## config.mk

```make
export PLATFORM = sky130hd
export DESIGN_NAME = keypad_decoder
export DESIGN_NICKNAME = d
export VERILOG_FILES = /design/src/rtl/keypad_pkg.sv /design/src/rtl/keypad_decoder_fifo.sv /design/src/rtl/keypad_decoder.sv
export SDC_FILE = /design/constraint.sdc
export NUM_CORES = 1
export LEC_CHECK = 0
export CAP_MARGIN = 15
export CELL_PAD_IN_SITES_DETAIL_PLACEMENT = 0
export CELL_PAD_IN_SITES_GLOBAL_PLACEMENT = 1
export CORE_MARGIN = 2
export CORE_UTILIZATION = 35
export CTS_BUF_LIST = sky130_fd_sc_hd__clkbuf_16
export DETAILED_ROUTE_END_ITERATION = 7
export DONT_BUFFER_PORTS = 1
export PLACE_DENSITY_LB_ADDON = 0.1
export SLEW_MARGIN = 20
export SYNTH_ARGS = -nofsm -noshare
export SYNTH_HDL_FRONTEND = slang
export SYNTH_SLANG_ARGS = --single-unit
```

## constraint.sdc

```tcl
create_clock -name clk_27mhz -period 3 [get_ports clk_27mhz]
set_input_delay 0.45 -clock clk_27mhz [delete_from_list [all_inputs] [get_ports clk_27mhz]]
set_output_delay 0.45 -clock clk_27mhz [all_outputs]
set_load 0.01 [all_outputs]
```

## src/rtl/keypad_pkg.sv

```systemverilog
// keypad_pkg: shared types and the code-to-key decode for the keypad decoder.
package keypad_pkg;
  typedef enum logic [1:0] {DIGIT, LETTER, STAR, HASH} key_class_t;
  typedef enum logic [2:0] {IDLE, DEBOUNCE, EMIT, WAIT_RELEASE, RELEASE_DB} dec_state_t;
  typedef struct packed {
    logic       ok;
    logic [3:0] value;
    key_class_t cls;
  } key_dec_t;
  // Nibble at index {row,col} holds the key value; row 0 is the least significant 16 bits.
  localparam logic [63:0] KEY_MAP = 64'hDF0E_C987_B654_A321;
  function automatic logic [2:0] low_index(input logic [3:0] n);
    return n == 4'b1110 ? 3'b100 :
           n == 4'b1101 ? 3'b101 :
           n == 4'b1011 ? 3'b110 :
           n == 4'b0111 ? 3'b111 : 3'b000;
  endfunction
  function automatic key_dec_t decode_key(input logic [7:0] code);
    logic [2:0] c;
    logic [2:0] r;
    key_dec_t   d;
    c       = low_index(code[7:4]);
    r       = low_index(code[3:0]);
    d.ok    = c[2] & r[2];
    d.value = KEY_MAP[{r[1:0], c[1:0], 2'b00} +: 4];
    d.cls   = c[1:0] == 2'd3 ? LETTER :
              r[1:0] != 2'd3 ? DIGIT  :
              c[1:0] == 2'd0 ? STAR   :
              c[1:0] == 2'd2 ? HASH   : DIGIT;
    return d;
  endfunction
endpackage

```

## src/rtl/keypad_decoder_fifo.sv

```systemverilog
// keypad_fifo: small event queue with wrap-bit pointers and a combinational head.
module keypad_fifo #(
  parameter int W     = 6,
  parameter int DEPTH = 4
) (
  input  logic         clk,
  input  logic         rst,
  input  logic         push,
  input  logic [W-1:0] push_data,
  input  logic         pop,
  output logic [W-1:0] head_data,
  output logic         empty,
  output logic         full
);
  localparam int AW = $clog2(DEPTH);
  logic [AW:0]  r_wr;
  logic [AW:0]  r_rd;
  logic [W-1:0] r_mem [DEPTH];
  logic         w_do_push;
  logic         w_do_pop;
  assign empty     = r_wr == r_rd;
  assign full      = (r_wr[AW] != r_rd[AW]) && (r_wr[AW-1:0] == r_rd[AW-1:0]);
  assign w_do_pop  = pop && !empty;
  // A pop in the same cycle frees the slot, so a push at full is still accepted.
  assign w_do_push = push && (!full || w_do_pop);
  assign head_data = r_mem[r_rd[AW-1:0]];
  always_ff @(posedge clk) begin
    if (w_do_push) r_mem[r_wr[AW-1:0]] <= push_data;
  end
  always_ff @(posedge clk) begin
    if (rst) begin
      r_wr <= '0;
      r_rd <= '0;
    end else begin
      if (w_do_push) r_wr <= r_wr + (AW+1)'(1);
      if (w_do_pop) r_rd <= r_rd + (AW+1)'(1);
    end
  end
endmodule

```

## src/rtl/keypad_decoder.sv

```systemverilog
// keypad_decoder: debounces scanner codes and queues one decoded event per press.
module keypad_decoder
  import keypad_pkg::*;
#(
  parameter int CLK_FREQ    = 27_000_000,
  parameter int DEBOUNCE_MS = 20,
  parameter int FIFO_DEPTH  = 4
) (
  input  logic       clk_27mhz,
  input  logic       reset,
  input  logic       key_pressed,
  input  logic [7:0] key_code_raw,
  input  logic       key_ready,
  output logic       key_valid,
  output logic [3:0] key_value,
  output logic [1:0] key_class,
  output logic       key_error,
  output logic       fifo_overflow
);
  localparam int DB_CYCLES = (CLK_FREQ / 1000) * DEBOUNCE_MS;
  localparam int CW        = $clog2(DB_CYCLES + 1);
  localparam logic [CW-1:0] DB_LAST = CW'(DB_CYCLES - 1);
  dec_state_t    r_state;
  logic [7:0]    r_cap;
  logic [CW-1:0] r_cnt;
  logic          r_error;
  logic          r_overflow;
  key_dec_t      w_dec;
  logic          w_push;
  logic          w_empty;
  logic          w_full;
  logic [5:0]    w_head;
  assign w_dec  = decode_key(r_cap);
  assign w_push = r_state == EMIT && w_dec.ok;
  keypad_fifo #(.W(6), .DEPTH(FIFO_DEPTH)) u_fifo (
    .clk       (clk_27mhz),
    .rst       (reset),
    .push      (w_push),
    .push_data ({w_dec.value, w_dec.cls}),
    .pop       (key_ready),
    .head_data (w_head),
    .empty     (w_empty),
    .full      (w_full)
  );
  assign key_valid     = !w_empty;
  assign key_value     = w_empty ? 4'h0 : w_head[5:2];
  assign key_class     = w_empty ? 2'd0 : w_head[1:0];
  assign key_error     = r_error;
  assign fifo_overflow = r_overflow;
  always_ff @(posedge clk_27mhz) begin
    if (reset) begin
      r_state    <= IDLE;
      r_cap      <= '0;
      r_cnt      <= '0;
      r_error    <= 1'b0;
      r_overflow <= 1'b0;
    end else begin
      r_error    <= r_state == EMIT && !w_dec.ok;
      r_overflow <= r_overflow | (w_push & w_full & ~key_ready);
      case (r_state)
        IDLE:
          if (key_pressed) begin
            r_cap   <= key_code_raw;
            r_cnt   <= '0;
            r_state <= DEBOUNCE;
          end
        DEBOUNCE:
          if (!key_pressed || key_code_raw != r_cap) r_state <= IDLE;
          else if (r_cnt == DB_LAST) r_state <= EMIT;
          else r_cnt <= r_cnt + CW'(1);
        EMIT: r_state <= WAIT_RELEASE;
        WAIT_RELEASE:
          if (!key_pressed) begin
            r_cnt   <= '0;
            r_state <= RELEASE_DB;
          end
        RELEASE_DB:
          if (key_pressed) r_state <= WAIT_RELEASE;
          else if (r_cnt == DB_LAST) r_state <= IDLE;
          else r_cnt <= r_cnt + CW'(1);
        default: r_state <= IDLE;
      endcase
    end
  end
endmodule
```

==> metrics.txt <==
Synth Flop Type=dfxtp_1; die height=106.2 um; top cell type by total area after synthesis=dfxtp_1; total congestion overflow=0; outcome=finished clean; # IOs=21; number of flops mapped to enable cells by yosys=24; Max-cap violations=0; DIE AREA=11270 um2; number of global-route vias before repair=roughly 2700; most common cell after layout, fill and taps aside=dfxtp_1; wire per inst=roughly 16 um; hold buffer count at cts=0; Site Rows=37; Placer Congestion=0.7660; Initial DRC Count=108; Initial Utilization=35.70%; first-pass GRT wire length=14.32 mm; Filler Cell Count=1031; Die Width=between 100 and 150 um; final wirelength=8.652 mm; most frequent cells in the layout=41 x dfxtp_1, 33 x nand2_1, 33 x nor2_1, 32 x a21oi_1, 24 x edfxtp_1; fmax=0.4005 GHz; DR vias=2784; post-synth top area share=22.47%; Num Clock Sinks=65; dpl hpwl=6.125 mm; drt pass-1 iters=4; Slew headroom=53.10%; Final ANT Viol Nets=0; Clock Tree Root=clkbuf_16; vias per cell=between 5 and 6; Startpoint Class=flop; Hold Crit Depth=1; Design Area, Final=4036 um2; CTS buffer count=9; Post-Place Cell Area=3757 um2; Seq/Total Area, Yosys=42.21%; CP required=about 3.3 ns; reg2reg path depth=6; Final Setup Violations=0; Total GRT Usage=16.59%; Synth area leaders=dfxtp_1 22%, edfxtp_1 20%, a21oi_1 4.4%; peak supply drop=0.0001870 V; post-CTS setup repair buffer count=0; yosys warns=0; post-CTS sizing=0; Syn Inst Count=391; min Tclk post-route=2.497 ns; Arr. time, crit path=2.75 ns; Pins Over Slew Limit=0; initial antenna violation count=0; nets@finish=408; setup_tns=0 ns; Synth Register Bits=65; share of cells above drive strength 1=11.79%; Avg Inst Size Synth=roughly 9.3 um2; total leakage power=1.360 nW; worst clock skew=just under 0.008 ns; DRC=0; clk buf depth=2; largest net degree at the start of global routing=42; FFs w/ async S/R, synth=0%; P per Cell Area=499.1 nW/um2; RSZ-0062 raised after global routing=no; post-synth net total=approximately 410; ant diodes=0; Port Buf Inserts=0; hold crit path type=in -> reg; Tcrit/Tclk final=83.24%; final hold viol count=0; distinct cell type count after synthesis=59; Crit. End Element=flop; CP max FO=16; CTS tree=yes; H-Tree Depth=3; Reg clk slew, reported paths=about 0.060 ns; Placeable Area=10230 um2; Setup CP Type=reg -> reg; Slew @ Worst Pin=0.7035 ns; Netlist Area Pre-Place=3652 um2; latest clock arrival within the worst-skew pair=roughly 0.33 ns; Area Overhead vs Synth=10.52%
==> critical path, cell delays in order, from the launching register on <==
cell and delay, ns:
dfxtp_1 0.45, or3b_2 0.52, a21oi_1 0.38, nor3b_4 0.14, o21bai_4 0.28, or4_1 0.52
a21boi_1 0.13
==> registers in the layout (all words and copies together) (netlist names), named ones only <==
register       count
fifo_overflow      1
key_error          1
r_cap              8
r_cnt             20
r_state            3
u_fifo.r_mem      24
u_fifo.r_rd        3
u_fifo.r_wr        3
==> cells in the mapped netlist, drive strengths merged (8+ instances only) <==
| library cell | instances |
|---|---|
| dfxtp | 41 |
| a21oi | 33 |
| nand2 | 33 |
| nor2 | 33 |
| edfxtp | 24 |
| nand3 | 23 |
| clkbuf | 15 |
| nor3 | 12 |
| and2 | 11 |
| ha | 11 |
| xnor2 | 11 |
| nor2b | 10 |
| o21ai | 10 |
| a31oi | 9 |
| and3 | 9 |
| inv | 9 |
| a211oi | 8 |
| buf | 8 |
| nand4 | 8 |
==> through the flow <==
step | worst slack, ns | hold slack (ns) | instances | total power (W) | util [%]
after detailed placement | 0.4642 | 0.4657 | 510 | 0.001050 | 36.73
after floorplan | 0.7356 | 0.4491 | 391 | 0.001042 | -
after global placement | 0.4593 | 0.4613 | 510 | 0.001049 | 36.73
final | 0.5028 | 0.1889 | 526 | 0.002015 | 39.45
after global routing | 0.3119 | 0.1619 | 526 | 0.002114 | 39.45
after CTS | 0.4583 | 0.1630 | 526 | 0.002054 | 39.45
==> logic make-up (layout without fill, tap and decap cells) <==
family	count (synthesis)	in the layout	synth area share, %
DFF	65	65	42.21
muxes	11	11	5.515
buffers and inverters	32	31	3.939
xor gates and xnor gates	18	18	4.317
AOI/OAI and AO/OA	86	86	15.38
adders and majority gates	11	11	3.768
and+or+nand+nor	168	168	24.87
==> power by group <==
part | switching (W) | internal (W)
combinational | 0.0000559 | 0.0000393
sequential | 0.0000182 | 0.000916
clock | 0.000421 | 0.000564
==> per-layer routing <==
layer | vias up | GRT usage [%] | part of all wire [%]
li1 | 1421 | - | -
met1 | 1328 | 20.62 | 47
met2 | 28 | 28.11 | 50
met3 | 7 | 3.863 | 1.8
met4 | 0 | 5.921 | 1.1
met5 | - | 0 | 0
==> worst paths after layout <==
path / slack, ns / from / end
setup / recovery: 0.50 / r_state[1]$_SDFFE_PP0P_ / r_cnt[19]$_SDFFE_PP0P_
hold / removal: 0.19 / key_pressed / r_state[2]$_SDFFE_PP0P_
setup reg to reg: 0.50 / r_state[1]$_SDFFE_PP0P_ / r_cnt[19]$_SDFFE_PP0P_
hold reg to reg: 0.47 / r_cnt[1]$_SDFFE_PP0P_ / r_cnt[1]$_SDFFE_PP0P_
==> cell type report <==
type                    instances  area [um2]  area share [%]
clock inverters                 7       53.80           1.333
inverters                       9       33.78          0.8370
clock buffers                   9       225.2           5.580
multi-input cells             294        1967           48.73
well taps                     136       170.2           4.216
repair buffers                  6       45.04           1.116
flip-flops and latches         65        1541           38.19
Note: power is estimated with default switching activity, not from simulation.
